## config.mk

```make
export PLATFORM = sky130hd
export DESIGN_NAME = video_frame_arbiter
export DESIGN_NICKNAME = d
export VERILOG_FILES = /design/src/rtl/video_frame_arbiter.sv
export SDC_FILE = /design/constraint.sdc
export NUM_CORES = 1
export LEC_CHECK = 0
export ABC_AREA = 1
export CAP_MARGIN = 20
export CORE_MARGIN = 3
export CORE_UTILIZATION = 40
export DETAILED_ROUTE_END_ITERATION = 8
export GPL_TIMING_DRIVEN = 0
export PLACE_DENSITY = 0.85
export SYNTH_ARGS = -nofsm -noshare
export SYNTH_HDL_FRONTEND = slang
export SYNTH_SLANG_ARGS = --single-unit
```

## constraint.sdc

```tcl
create_clock -name clk -period 3.5 [get_ports clk]
set_input_delay 0.35 -clock clk [delete_from_list [all_inputs] [get_ports clk]]
set_output_delay 0.35 -clock clk [all_outputs]
set_load 0.05 [all_outputs]
```

## src/rtl/video_frame_arbiter.sv

```systemverilog
// video_frame_arbiter: per-frame round-robin arbiter merging two AXI-stream sources into one.
// Define FRAME_CNT_EN to add a 16-bit completed-frame counter output (frame_cnt).
module video_frame_arbiter #(
  parameter int DATA_W = 8,
  parameter int GAP    = 2
) (
  input  logic              clk,
  input  logic              rstn,
  input  logic              enable,
  input  logic [1:0]        req,
  output logic              start0,
  output logic              start1,
  input  logic [DATA_W-1:0] s0_tdata,
  input  logic              s0_tvalid,
  input  logic              s0_tlast,
  output logic              s0_tready,
  input  logic [DATA_W-1:0] s1_tdata,
  input  logic              s1_tvalid,
  input  logic              s1_tlast,
  output logic              s1_tready,
  output logic [DATA_W-1:0] m_tdata,
  output logic              m_tvalid,
  output logic              m_tlast,
  input  logic              m_tready,
  output logic [1:0]        grant,
  output logic              busy,
  output logic              frame_done
`ifdef FRAME_CNT_EN
  , output logic [15:0]     frame_cnt
`endif
);

  typedef enum logic [1:0] {
    ST_IDLE   = 2'd0,
    ST_START  = 2'd1,
    ST_STREAM = 2'd2,
    ST_GAP    = 2'd3
  } state_t;

  localparam logic [3:0] GAP_LOAD = (GAP > 0) ? 4'(GAP - 1) : 4'd0;

  state_t     state_r;
  logic [3:0] gap_cnt_r;
  logic       last_r;      // 1: source 1 was granted last, so source 0 wins a tie
  logic [1:0] pick_s;
  logic       beat_s;

  // Round-robin pick among pending requests
  always_comb begin
    pick_s = 2'b00;
    case (req)
      2'b01:   pick_s = 2'b01;
      2'b10:   pick_s = 2'b10;
      2'b11:   pick_s = last_r ? 2'b01 : 2'b10;
      default: pick_s = 2'b00;
    endcase
  end

  // Stream mux: only the granted source is visible, and only while streaming
  always_comb begin
    m_tdata   = {DATA_W{1'b0}};
    m_tvalid  = 1'b0;
    m_tlast   = 1'b0;
    s0_tready = 1'b0;
    s1_tready = 1'b0;
    if (state_r == ST_STREAM && grant[0]) begin
      m_tdata   = s0_tdata;
      m_tvalid  = s0_tvalid;
      m_tlast   = s0_tlast;
      s0_tready = m_tready;
    end else if (state_r == ST_STREAM && grant[1]) begin
      m_tdata   = s1_tdata;
      m_tvalid  = s1_tvalid;
      m_tlast   = s1_tlast;
      s1_tready = m_tready;
    end else begin
      m_tdata   = {DATA_W{1'b0}};
      m_tvalid  = 1'b0;
      m_tlast   = 1'b0;
    end
  end

  assign beat_s = m_tvalid && m_tready;

  // Frame FSM with registered grant, start pulses, busy and completion pulse
  always_ff @(posedge clk or negedge rstn) begin
    if (!rstn) begin
      state_r    <= ST_IDLE;
      gap_cnt_r  <= 4'd0;
      last_r     <= 1'b1;
      grant      <= 2'b00;
      start0     <= 1'b0;
      start1     <= 1'b0;
      busy       <= 1'b0;
      frame_done <= 1'b0;
`ifdef FRAME_CNT_EN
      frame_cnt  <= 16'd0;
`endif
    end else begin
      start0     <= 1'b0;
      start1     <= 1'b0;
      frame_done <= 1'b0;
      case (state_r)
        ST_IDLE: begin
          if (enable && pick_s != 2'b00) begin
            grant   <= pick_s;
            start0  <= pick_s[0];
            start1  <= pick_s[1];
            last_r  <= pick_s[1];
            busy    <= 1'b1;
            state_r <= ST_START;
          end else begin
            state_r <= ST_IDLE;
          end
        end
        ST_START: begin
          state_r <= ST_STREAM;
        end
        ST_STREAM: begin
          if (beat_s && m_tlast) begin
            frame_done <= 1'b1;
`ifdef FRAME_CNT_EN
            frame_cnt  <= frame_cnt + 16'd1;
`endif
            if (GAP == 0) begin
              state_r <= ST_IDLE;
              grant   <= 2'b00;
              busy    <= 1'b0;
            end else begin
              state_r   <= ST_GAP;
              gap_cnt_r <= GAP_LOAD;
            end
          end else begin
            state_r <= ST_STREAM;
          end
        end
        ST_GAP: begin
          if (gap_cnt_r == 4'd0) begin
            state_r <= ST_IDLE;
            grant   <= 2'b00;
            busy    <= 1'b0;
          end else begin
            gap_cnt_r <= gap_cnt_r - 4'd1;
          end
        end
        default: begin
          state_r <= ST_IDLE;
          grant   <= 2'b00;
          busy    <= 1'b0;
        end
      endcase
    end
  end

endmodule

```

==> run_results.csv <==
group,metric,value,unit
run_status,outcome,"completed",
sta,worstMarginPinSlew,0.5834,ns
finish,area_growth,55.20,%
clock_network,post_cts_resized,0,
clock_network,cts_tree,"built",
sta,fin_worst_hold_slack,0.4383,ns
power_and_ir_drop,netSwitchingPower,0.5556,mW
global_routing,grt_pass1_wl,3553,µm
worst_setup_path,rrSetupSlack,1.88,ns
power_and_ir_drop,power.total,1.038,mW
synth,ys_ff_latch,13,
floorplanning,dieArea,2829,µm²
placed_design,dp.final_hpwl,1832,µm
drt,routed_wl,2277,µm
flow_run,drv_cap,0,
worst_setup_path,r2r_start,"state_r[0]",
synth,synthSimpleGateAreaFrac,0.3511,
finish,nNetsFinal,202,
sta,period_share,0.7415,
power_and_ir_drop,p_int,0.4820,mW
global_routing,antenna_found_initial,0,
clock_network,worstSkewPairLatency,0.28,ns
clock_network,cts_buffers,3,
clock_network,root_buffer,"clkbuf_4",
clock_network,cts_hold_buf,0,
synth,netlist_area,890.9,µm²
finish,drive_gt1_frac,0.1065,
drt,ant_nets,0,
synth,synth_top_family_by_area,"simple AND/OR/NAND/NOR gates",
drt,wl_per_cell,11.62,µm
synth,synth.distinct_cells,19,
finish,final_cell_mix,"clkdlybuf4s50_1, nand2_1, inv_1",
sta,final_max_slew_viol_count,0,
worst_setup_path,arrival,2.25,ns
synth,synth_xor_area_frac,0.009831,
sta,timing.final.hold_violations,0,
sta,skew,0.0009266,ns
clock_network,cts_num_sinks,13,
sta,slew_headroom,0.6099,
sta,rsz0062_at_grt,"false",
synth,synth_fa_ha_area_frac,0.08427,
sta,clock.fmax,0.3853,GHz
power_and_ir_drop,peakVddDrop,0.5151,mV
worst_setup_path,cp_max_fo,10,
sta,period_minus_slack,2.595,ns
floorplanning,die_x,53.19,µm
sta,setup_viol,0,
worst_setup_path,reg2reg_to,"gap_cnt_r[0]",
global_routing,globalRouteOverflowTotal,0,
clock_network,path_clk_slew,0.08,ns
clock_network,clock_path_buffers,2,
floorplanning,num_io_pins,44,
power_and_ir_drop,power_frac_seq,0.242,
synth,syn_nets,154,
synth,ys_seq_area_frac,0.3666,
drt,drt_iter0_markers,8,
worst_setup_path,reg2regPathDepth,11,
finish,mostFrequentLayoutCell,"clkdlybuf4s50_1",
floorplanning,core,2042,µm²
drt,drt_pass1_iterations,4,
floorplanning,rows,16,
worst_hold_path,hold_path_class,"in -> async",
worst_setup_path,path_class,"reg -> out",
synth,syn_avg_cell_area,7.302,µm²
finish,antenna_cells,0,
sta,setup_tns,0,ns
worst_setup_path,start_kind,"flop",
floorplanning,start_util,0.4363,
worst_setup_path,setup.worst_path.end_class,"output port",
global_routing,first_global_vias,832,
drt,vias,951,
synth,yosys_warnings,0,
power_and_ir_drop,leakage,0.6593,nW
power_and_ir_drop,switching_share,0.5355,
synth,synth_compound_area_frac,0.09831,
global_routing,grt_start_max_net_pins,14,
global_routing,grt.total_usage,0.1696,
drt,drcViolationCount,0,
placed_design,io_buffer_count,43,
power_and_ir_drop,pwr-share-comb,0.667,
drt,viasPerCell,4.852,
power_and_ir_drop,cellPowerDensity,750.4,nW/µm²
clock_network,htree_levels,1,
floorplanning,fp.dieH,53.19,µm
power_and_ir_drop,p_clk_frac,0.091,
worst_setup_path,required,3.15,ns
clock_network,cts_setup_buffers,0,
placed_design,gp_congestion,0.7522,
synth,syn_inst,122,
synth,muxShareOfSynthArea,0,
-- through the flow --
step	util	setup slack, ns	std cells	cell area (µm²)
3_3_place_gp	0.6636	1.161	192	1355
3_5_place_dp	0.6636	1.173	192	1355
5_1_grt	0.6771	0.7228	196	1383
2_1_floorplan	-	1.171	122	890.9
6_report	0.6771	0.9047	196	1383
4_1_cts	0.6771	0.8795	196	1383
-- how the worst max path moves through the flow --
stage,end,slack (ns),start
2_1_floorplan,m_tdata[0],1.17,grant[1]
3_3_place_gp,s1_tready,1.16,m_tready
3_5_place_dp,s1_tready,1.17,m_tready
4_1_cts,m_tdata[1],0.88,state_r[0]
5_1_grt,m_tdata[1],0.72,state_r[0]
6_report,m_tvalid,0.90,state_r[0]
-- Yosys cell counts, drive strengths merged --
cell type / n / area [µm²]
nand2: 44 / 200.2
inv: 19 / 71.32
o21ai: 14 / 70.07
dfrtp: 12 / 300.3
nand3: 8 / 52.55
nor2: 8 / 30.03
ha: 6 / 75.07
nand4: 3 / 18.77
a21oi: 2 / 10.01
a21boi: 1 / 7.510
clkinv: 1 / 8.760
dfstp: 1 / 26.28
nor3: 1 / 5.000
or2: 1 / 6.260
xor2: 1 / 8.760
-- cell type report --
class	count	area [µm²]
fill	175	659.4
multi-input combinational	89	484.2
timing repair buffer	43	430.4
sequential	13	326.6
inverter	20	80.08
tap	27	33.78
clock buffer	3	22.52
clock inverter	1	5.005
-- critical path: stages (launching register included) --
cell and delay, ns:
dfrtp_1 0.40, inv_1 0.12, ha_1 0.26, nand2_2 0.15
inv_2 0.07, nand2_1 0.08, nand2_4 0.09, clkdlybuf4s50_1 0.80
-- flip-flops by register name, summed over array words and instances (netlist names) --
signal / cells
start0: 1
last_r: 1
busy: 1
gap_cnt_r: 4
state_r: 2
grant: 2
start1: 1
frame_done: 1
-- logic make-up after synthesis --
| kind of cell | Yosys count |
|---|---|
| buf+inv | 20 |
| flops | 13 |
| fa+ha+maj | 6 |
| xor+xnor | 1 |
| simple gates | 65 |
| compound gates | 17 |
-- power by group through the flow --
| stage | sequential [mW] | combinational, mW | clock, mW |
|---|---|---|---|
| finish | 0.251 | 0.692 | 0.0944 |
| global route | 0.259 | 0.755 | 0.103 |
| CTS | 0.252 | 0.698 | 0.0959 |
| detailed placement | 0.254 | 0.695 | 0 |
| global placement | 0.250 | 0.672 | 0 |
| floorplan | 0.312 | 0.416 | 0 |
-- per-layer routing --
| layer | global-route usage | wire [µm] | up-vias |
|---|---|---|---|
| li1 | - | - | 476 |
| met1 | 0.1840 | 912 | 424 |
| met2 | 0.3099 | 1049 | 46 |
| met3 | 0.05352 | 283 | 5 |
| met4 | 0.05106 | 31 | 0 |
| met5 | 0 | 0 | - |
No activity file was read; power rests on OpenSTA's default activity.
